**src/rtl/muldiv_unit_if.sv**
```systemverilog
// Request/response bundle between a requester and the iterative multiply/divide unit.
interface muldiv_unit_if #(
  parameter int WIDTH = 32
);
  logic             start;
  logic [1:0]       op;
  logic [WIDTH-1:0] RA;
  logic [WIDTH-1:0] RB;
  logic             busy;
  logic             done;
  logic [WIDTH-1:0] HI;
  logic [WIDTH-1:0] LO;
  logic             div_by_zero;

  modport master (
    output start, op, RA, RB,
    input  busy, done, HI, LO, div_by_zero
  );

  modport slave (
    input  start, op, RA, RB,
    output busy, done, HI, LO, div_by_zero
  );
endinterface

```
**src/rtl/muldiv_unit.sv**
```systemverilog
// Iterative multiply/divide unit: one shift-add or restoring shift-subtract step per
// cycle on operand magnitudes, sign-corrected into HI/LO when the last step completes.
module muldiv_unit #(
  parameter int WIDTH = 32
) (
  input  logic          clk,
  input  logic          reset,
  muldiv_unit_if.slave  bus
);
  localparam int CW = $clog2(WIDTH + 1);

  typedef enum logic [1:0] {IDLE, MUL, DIV, DONE} state_t;

  state_t           r_state;
  logic [1:0]       r_op;
  logic [WIDTH-1:0] r_b;
  logic [WIDTH-1:0] r_q;
  logic [WIDTH:0]   r_acc;
  logic [CW-1:0]    r_cnt;
  logic             r_sx;
  logic             r_sa;
  logic [WIDTH-1:0] r_hi;
  logic [WIDTH-1:0] r_lo;
  logic             r_dbz;
  logic             r_done;
  logic             r_busy;

  function automatic logic [WIDTH-1:0] f_neg_w(input logic [WIDTH-1:0] v, input logic en);
    return en ? (~v + WIDTH'(1)) : v;
  endfunction

  function automatic logic [2*WIDTH-1:0] f_neg_2w(input logic [2*WIDTH-1:0] v, input logic en);
    return en ? (~v + (2*WIDTH)'(1)) : v;
  endfunction

  function automatic logic [WIDTH-1:0] f_abs(input logic [WIDTH-1:0] v, input logic is_signed);
    logic signed [WIDTH-1:0] v_s;
    v_s = v;
    return f_neg_w(v, is_signed && (v_s < 0));
  endfunction

  logic [WIDTH:0]     w_add;
  logic [WIDTH-1:0]   w_mul_hi;
  logic [WIDTH-1:0]   w_mul_q;
  logic [2*WIDTH-1:0] w_prod;
  logic [WIDTH:0]     w_shift;
  logic [WIDTH:0]     w_diff;
  logic               w_ge;
  logic [WIDTH:0]     w_rem;
  logic [WIDTH-1:0]   w_quo;
  logic [WIDTH-1:0]   w_fin_hi;
  logic [WIDTH-1:0]   w_fin_lo;
  logic               w_last;
  logic               w_dbz_req;

  // Multiply step: conditional add of the multiplicand, then shift {acc, q} right by one
  assign w_add    = r_acc + (r_q[0] ? {1'b0, r_b} : {(WIDTH+1){1'b0}});
  assign w_mul_hi = w_add[WIDTH:1];
  assign w_mul_q  = {w_add[0], r_q[WIDTH-1:1]};
  assign w_prod   = f_neg_2w({w_mul_hi, w_mul_q}, r_op[0] & r_sx);

  // Divide step: remainder stays below the divisor, so bit WIDTH of the difference is the borrow
  assign w_shift  = {r_acc[WIDTH-1:0], r_q[WIDTH-1]};
  assign w_diff   = w_shift - {1'b0, r_b};
  assign w_ge     = ~w_diff[WIDTH];
  assign w_rem    = w_ge ? w_diff : w_shift;
  assign w_quo    = {r_q[WIDTH-2:0], w_ge};

  assign w_fin_hi = r_op[1] ? f_neg_w(w_rem[WIDTH-1:0], r_op[0] & r_sa) : w_prod[2*WIDTH-1:WIDTH];
  assign w_fin_lo = r_op[1] ? f_neg_w(w_quo, r_op[0] & r_sx) : w_prod[WIDTH-1:0];
  assign w_last   = (r_cnt == CW'(1));
  assign w_dbz_req = bus.op[1] && (bus.RB == '0);

  always_ff @(posedge clk or posedge reset) begin
    if (reset) begin
      r_state <= IDLE;
      r_op    <= '0;
      r_b     <= '0;
      r_q     <= '0;
      r_acc   <= '0;
      r_cnt   <= '0;
      r_sx    <= 1'b0;
      r_sa    <= 1'b0;
      r_hi    <= '0;
      r_lo    <= '0;
      r_dbz   <= 1'b0;
      r_done  <= 1'b0;
      r_busy  <= 1'b0;
    end else begin
      case (r_state)
        IDLE: begin
          r_done <= 1'b0;
          if (bus.start) begin
            r_op   <= bus.op;
            r_b    <= f_abs(bus.op[1] ? bus.RB : bus.RA, bus.op[0]);
            r_q    <= f_abs(bus.op[1] ? bus.RA : bus.RB, bus.op[0]);
            r_acc  <= '0;
            r_cnt  <= CW'(WIDTH);
            r_sx   <= bus.RA[WIDTH-1] ^ bus.RB[WIDTH-1];
            r_sa   <= bus.RA[WIDTH-1];
            r_busy <= 1'b1;
            if (w_dbz_req) begin
              r_state <= DONE;
              r_hi    <= bus.RA;
              r_lo    <= '1;
              r_dbz   <= 1'b1;
              r_done  <= 1'b1;
            end else begin
              r_state <= bus.op[1] ? DIV : MUL;
              r_dbz   <= 1'b0;
            end
          end
        end
        MUL, DIV: begin
          r_acc <= (r_state == MUL) ? {1'b0, w_mul_hi} : w_rem;
          r_q   <= (r_state == MUL) ? w_mul_q : w_quo;
          r_cnt <= r_cnt - 1'b1;
          if (w_last) begin
            r_state <= DONE;
            r_hi    <= w_fin_hi;
            r_lo    <= w_fin_lo;
            r_done  <= 1'b1;
          end
        end
        DONE: begin
          r_state <= IDLE;
          r_done  <= 1'b0;
          r_busy  <= 1'b0;
        end
        default: begin
          r_state <= IDLE;
          r_done  <= 1'b0;
          r_busy  <= 1'b0;
        end
      endcase
    end
  end

  assign bus.busy        = r_busy;
  assign bus.done        = r_done;
  assign bus.HI          = r_hi;
  assign bus.LO          = r_lo;
  assign bus.div_by_zero = r_dbz;
endmodule

```
**src/flat_wrapper.sv**
```systemverilog
// flat-port wrapper written by rule: the top's interface ports become plain ports
module muldiv_unit_flat 
#(
  parameter int WIDTH = 32
)
  (clk, reset, bus_start, bus_op, bus_RA, bus_RB, bus_busy, bus_done, bus_HI, bus_LO, bus_div_by_zero);
  muldiv_unit_if #(.WIDTH(WIDTH)) bus_i ();
  input  logic clk;
  input  logic reset;
  input wire logic [$bits(bus_i.start)-1:0] bus_start;
  input wire logic [$bits(bus_i.op)-1:0] bus_op;
  input wire logic [$bits(bus_i.RA)-1:0] bus_RA;
  input wire logic [$bits(bus_i.RB)-1:0] bus_RB;
  output wire logic [$bits(bus_i.busy)-1:0] bus_busy;
  output wire logic [$bits(bus_i.done)-1:0] bus_done;
  output wire logic [$bits(bus_i.HI)-1:0] bus_HI;
  output wire logic [$bits(bus_i.LO)-1:0] bus_LO;
  output wire logic [$bits(bus_i.div_by_zero)-1:0] bus_div_by_zero;
  assign bus_i.start = bus_start;
  assign bus_i.op = bus_op;
  assign bus_i.RA = bus_RA;
  assign bus_i.RB = bus_RB;
  assign bus_busy = bus_i.busy;
  assign bus_done = bus_i.done;
  assign bus_HI = bus_i.HI;
  assign bus_LO = bus_i.LO;
  assign bus_div_by_zero = bus_i.div_by_zero;
  muldiv_unit #(.WIDTH(WIDTH)) u_core (.clk(clk), .reset(reset), .bus(bus_i));
endmodule
```
**config.mk**
```make
export PLATFORM = sky130hd
export DESIGN_NAME = muldiv_unit_flat
export DESIGN_NICKNAME = d
export VERILOG_FILES = /design/src/rtl/muldiv_unit_if.sv /design/src/rtl/muldiv_unit.sv /design/src/flat_wrapper.sv
export SDC_FILE = /design/constraint.sdc
export NUM_CORES = 1
export LEC_CHECK = 0
export BUFFER_PORTS_ARGS = -buffer_cell sky130_fd_sc_hd__buf_2
export CAP_MARGIN = 25
export CELL_PAD_IN_SITES_DETAIL_PLACEMENT = 0
export CELL_PAD_IN_SITES_GLOBAL_PLACEMENT = 1
export CORE_MARGIN = 10
export CORE_UTILIZATION = 25
export CTS_CLUSTER_DIAMETER = 30
export CTS_CLUSTER_SIZE = 12
export DETAILED_ROUTE_END_ITERATION = 10
export MAX_ROUTING_LAYER = met4
export PLACE_DENSITY_LB_ADDON = 0.1
export SYNTH_ARGS = -nofsm -noshare
export SYNTH_HDL_FRONTEND = slang
export SYNTH_SLANG_ARGS = --single-unit
```
**constraint.sdc**
```tcl
create_clock -name clk -period 7.2 [get_ports clk]
set_input_delay 0.72 -clock clk [delete_from_list [all_inputs] [get_ports clk]]
set_output_delay 0.72 -clock clk [all_outputs]
set_load 0.05 [all_outputs]
```
[Word level (Yosys, flattened, before mapping)]
Index checks and enable logic that the tools add are counted.
W data, S select, Z words.
Word-level totals
  bits of input ports: 69
  word-level logic and storage cells: 90
  output and inout bits: 67
  bits in registers: 176
Cells by class
  equality and inequality tests: 7
  add/subtract/negate cells: 8
  bitwise gates (word level): 9
  magnitude comparators: 2
  reduce and logical (&&, ||, !) cells: 13
  multiplexer cells: 38
Operator list (count)
  $mux W32: 17
  $pmux W32 S2: 3
  $add A32 B1 Y32 const B: 4
  $not A32 Y32: 4
  $mux W33: 3
  $pmux W33 S2: 1
  $add A64 B1 Y64 const B: 1
  $lt A32 B1 Y1 const B: 2
  $mux W64: 1
  $not A64 Y64: 1
  $add A33 B33 Y33: 1
  $sub A33 B32 Y33: 1
  $logic_not A32 Y1: 1
  $pmux W6 S2: 1
  $mux W2: 4
  $reduce_and A2 Y1: 4
  $eq A6 B1 Y1 const B: 1
  $mux W6: 1
  $pmux W2 S3: 1
  $sub A6 B1 Y6 const B: 1
  $eq A2 B2 Y1 const B: 2
  $mux W1: 4
  $ne A2 B1 Y1 const B: 2
  $reduce_and A4 Y1: 1
  other kinds (11): 15

[Depth between registers and ports, before layout]
  depth after elaboration: 8
  mapped depth: 26
  mapped depth without buffers: 24

[Worst setup path after synthesis]
No wires, ideal clock.
  kind: register to register
  from: reg u_core.r_q[31]
  to: reg u_core.r_hi[26], in the netlist u_core.bus.HI[26]
  buffers on the path: 2
  cell stages (with the launch flop): 25
  setup time: 94 ps
  period minus slack after synthesis: 5632 ps
  setup slack: 1568 ps
  arrival: 5538 ps
  required time: 7106 ps
  path through: dfrtp_1 > inv_1 > ha_1 > fa_1 > nor2b_1 > o2111ai_1 > a21boi_0 > o31ai_1 > a211o_1 > a31oi_1 > o21ai_0 > nand2_1 > a21o_1 > ha_1 > inv_1 > clkbuf_1 > buf_1 > a211oi_1 > a211oi_1 > nand4_1 > or3_1 > nor4_4 > a31oi_1 > xor2_1 > a211oi_1
Between the ends
  cells in the longest elaborated chain, start to end: 8
  elaborated cells on any way between the ends: 11
  classes of those cells: add/sub (3); mux (6); bitwise (2)
Ends and longest elaborated chain
  from (decl): line muldiv_unit.sv:17  | logic [WIDTH-1:0] r_q;
  from (signal assigned): line muldiv_unit.sv:96  | r_q <= f_abs(bus.op[1] ? bus.RA : bus.RB, bus.op[0]);
  from (signal assigned): line muldiv_unit.sv:116  | r_q <= (r_state == MUL) ? w_mul_q : w_quo;
  $sub A33 B32 Y33: line muldiv_unit.sv:64  | assign w_diff = w_shift - {1'b0, r_b};
  $mux W33: line muldiv_unit.sv:66  | assign w_rem = w_ge ? w_diff : w_shift;
  $not A32 Y32: line muldiv_unit.sv:29  | return en ? (~v + WIDTH'(1)) : v;
  $add A32 B1 Y32: line muldiv_unit.sv:29
  $mux W32: line muldiv_unit.sv:29
  $mux W32 (*): line muldiv_unit.sv:69  | assign w_fin_hi = r_op[1] ? f_neg_w(w_rem[WIDTH-1:0], r_op[0] & r_sa) : w_prod[2*WIDTH-1:WIDTH];
  $mux W32 (*): line muldiv_unit.sv:118  | if (w_last) begin
  $pmux W32 S2 (*): line muldiv_unit.sv:90  | case (r_state)
  to (signal assigned): line muldiv_unit.sv:104  | r_hi <= bus.RA;
  to (signal assigned): line muldiv_unit.sv:120  | r_hi <= w_fin_hi;
  to (decl): line muldiv_unit.sv:22  | logic [WIDTH-1:0] r_hi;
Mark *: on every way between the ends. The rest lies on a longest branch, timed or not. The select of a mux whose other input is x is not followed.
A chain may end at the register's enable or synchronous reset.

[Worst setup path in the final report]
Same ends and word-level chain as after synthesis.

==> summary.txt <==
Final setup fails - 0
Hold Slack - 0.297 ns
Xor and xnor area share after synthesis - 9.52%
CTS root buffer - clkbuf_16
Final setup TNS - 0 ns
WL/cell - 25.0 um
Critical path's top delay family - compound AO/OA/AOI/OAI gates
Ratio of final minimum period to clock period - 90.9%
Vias - 18.7k
Crit-path cells - inv_1 > ha_1 > fa_1 > nor2b_1 > o2111ai_1 > a21boi_0 > o31ai_2 > a211o_1 > a31oi_1 > o21ai_0 > nand2_1 > a21o_1 > ha_2 > inv_1 > o2bb2ai_1 > a211oi_1 > o311a_1 > and3_1 > nand4_1 > or3_1 > nor4_4 > a31oi_1 > xor2_1 > a211oi_1
Final hold violation count - 0
Slowest stage cell on the critical path - or3_1
Setup Skew - 0.0146 ns
Starting Density - 25.3%
Max incr delay on CP - 0.51 ns
DRC viols - 0
Post-synthesis sequential element count - 176
CTS Buffer Depth - 2
Simple-gate area share of the yosys netlist - 22.5%
Multiplexer share of the synthesized area - 6.91%
FF-to-FF path depth - 24
Post-synth EDFFs - 0
Rows - 98
Crit end category - flip-flop
Placement Cell Area - 19700 um^2
Post-synth top area share - 24.2%
Most frequent cell after synthesis - nor2_1
Area of the mapped netlist - 18200 um^2
Fill count - 7964
Drt pass-1 iters - 6
Most area-consuming cells after synthesis - dfrtp_1, a21oi_1, o21ai_0, nor2_1, mux2i_1
Yosys Warn Count - 0
Mapped Nets - 2604
Total CTS buffers - 17
Adder-cell share of the synthesized area - 5.44%
Die ar. - 84000 um^2
Final layout net count - 2631
Share of cells above drive strength 1 - 11.4%
Worst Setup Start Kind - flip-flop
Total Routing Usage GR - 20.2%
Detailed placement HPWL - 67800 um
Fmax - 153 MHz
Slew Viols, Final - 0
Initial antenna violation count - 1
Most frequent cells after synthesis - nor2_1, a21oi_1, nand2_1
Hold Path Class - primary input to asynchronous set/reset pin
Die Ht - 290 um
First-pass GRT wire length - 125000 um
Synth Area in Compound Gates - 25.6%
Slew @ Worst Pin - 1.16 ns
Crit path DAT - 6.95 ns
Die width - 290 um
Crit Path Category - flip-flop to flip-flop
Outcome - completed
Post-CTS Setup Inserts - 0
Synth-to-Final Area Change - 11.1%
Grt ovf - 0
Max-slew headroom - 21.9%
Avg Inst Size Synth - 7.41 um^2
Asr flop ratio synth - 100%
Cts repair resizes - 0
Peak fanout along the critical path - 15
Area leader, netlist - dfrtp_1
Number of buffers and inverters on the critical path - 2
IO Port Bufs - 135
CTS tree - yes
WL final - 86100 um
Seq/Total Area, Yosys - 24.2%
Syn Inst Count - 2457
H-tree levels - 4
Prevailing post-synth register cell - dfrtp_1
Cell variety after synth - 90
Core ar. - 71900 um^2
Vias in the first global route - 17.8k
Unrepaired setup endpoints after global routing - no
Final Critical Period - 6.54 ns
Worst Path Required - 7.60 ns
Max-cap violation count - 0
DR vias/cell - 5.42
Reg clk slew, reported paths - 0.08 ns
# hold bufs at CTS - 0
Skew-Pair Late Insertion Delay - 0.50 ns
Design area - 20200 um^2
Critical path depth - 24
Largest family of logic cells by synthesized area - compound AO/OA/AOI/OAI gates
Clock sink count - 176
Ant diodes - 0
# IOs - 136
Initial DRC count - 1503
Antenna viol nets, final - 0
Largest net degree at the start of global routing - 85
Placer Congestion - 0.899
[through the flow]
step | cells | utilization (%) | worst slack, ns
6_report | 3446 | 28.2 | 0.656
2_1_floorplan | 2457 | - | 1.57
4_1_cts | 3446 | 28.2 | 0.401
3_3_place_gp | 3414 | 27.3 | 0.527
5_1_grt | 3446 | 28.2 | 0.0575
3_5_place_dp | 3415 | 27.4 | 0.446
[kinds of logic (layout without fill, tap and decap cells)]
family	after synthesis	count (layout)
compound gates	779	779
buf+inv	239	278
mux	122	122
fa+ha+maj	78	78
simple gates	865	865
flops	176	176
xor+xnor	198	198
[state kept, by name, indices dropped and copies added (netlist names), 2 cells and up]
name,cells
u_core.r_acc,33
u_core.r_b,32
u_core.r_q,32
u_core.r_state,2
u_core.bus.LO,32
u_core.r_cnt,6
u_core.bus.HI,32
u_core.r_op,2
[layer usage]
| metal | GRT usage [%] | routed length [um] | part of all wire [%] | up-vias |
|---|---|---|---|---|
| li1 | - | - | - | 8896 |
| met4 | 6.13 | 2280 | 2.6 | 0 |
| met5 | - | 0 | 0 | - |
| met3 | 3.16 | 4280 | 5.0 | 89 |
| met1 | 28.4 | 42900 | 50 | 9126 |
| met2 | 29.3 | 36700 | 43 | 557 |
[worst reg2reg max path: stages (launching register included)]
cell	delay, ns
dfrtp_1	0.44
inv_1	0.13
ha_1	0.24
fa_1	0.40
nor2b_1	0.19
o2111ai_1	0.20
a21boi_0	0.43
o31ai_2	0.18
a211o_1	0.30
a31oi_1	0.19
o21ai_0	0.12
nand2_1	0.08
a21o_1	0.12
ha_2	0.34
inv_1	0.34
o2bb2ai_1	0.22
a211oi_1	0.30
o311a_1	0.27
and3_1	0.24
nand4_1	0.26
or3_1	0.51
nor4_4	0.39
a31oi_1	0.17
xor2_1	0.17
a211oi_1	0.22
[cell type report]
cell class | instances | area [um^2] | share of cell area, %
Sequential cell | 176 | 4410 | 21.8
Clock inverter | 11 | 108 | 0.532
Clock buffer | 20 | 467 | 2.31
Timing Repair Buffer | 175 | 976 | 4.82
Inverter | 72 | 278 | 1.37
Tap cell | 950 | 1190 | 5.87
Multi-Input combinational cell | 2042 | 12800 | 63.3
[cell usage in the layout (no fill, tap or decap), types with 26 or more instances in the layout]
cell	Yosys	routed
nor2_1	286	285
a21oi_1	267	267
nand2_1	250	247
o21ai_0	234	234
dfrtp_1	176	175
buf_2	11	135
xnor2_1	115	115
mux2i_1	102	102
xor2_1	83	83
ha_1	76	73
inv_1	69	68
nor3_1	64	64
a31oi_1	58	58
buf_4	6	40
and3_1	36	36
or3_1	31	31
a21o_1	28	28
nand3_1	27	27
nand4_1	27	27
a211oi_1	27	27
o211ai_1	26	26
[final timing paths]
kind / from / endpoint / slack (ns)
hold reg to reg: u_core.bus.LO[1] / u_core.bus.LO[1] / 0.47
min in group clk: u_core.bus.LO[1] / u_core.bus.LO[1] / 0.47
setup / recovery: u_core.r_q[31] / u_core.bus.HI[26] / 0.66
setup reg to reg: u_core.r_q[31] / u_core.bus.HI[26] / 0.66
max in group asynchronous: reset / u_core.bus.HI[4] / 5.61
hold / removal: reset / u_core.bus.LO[13] / 0.30
Power is not shown: default switching activity piles up to over one toggle a cycle in this logic, so the estimate is an artifact.
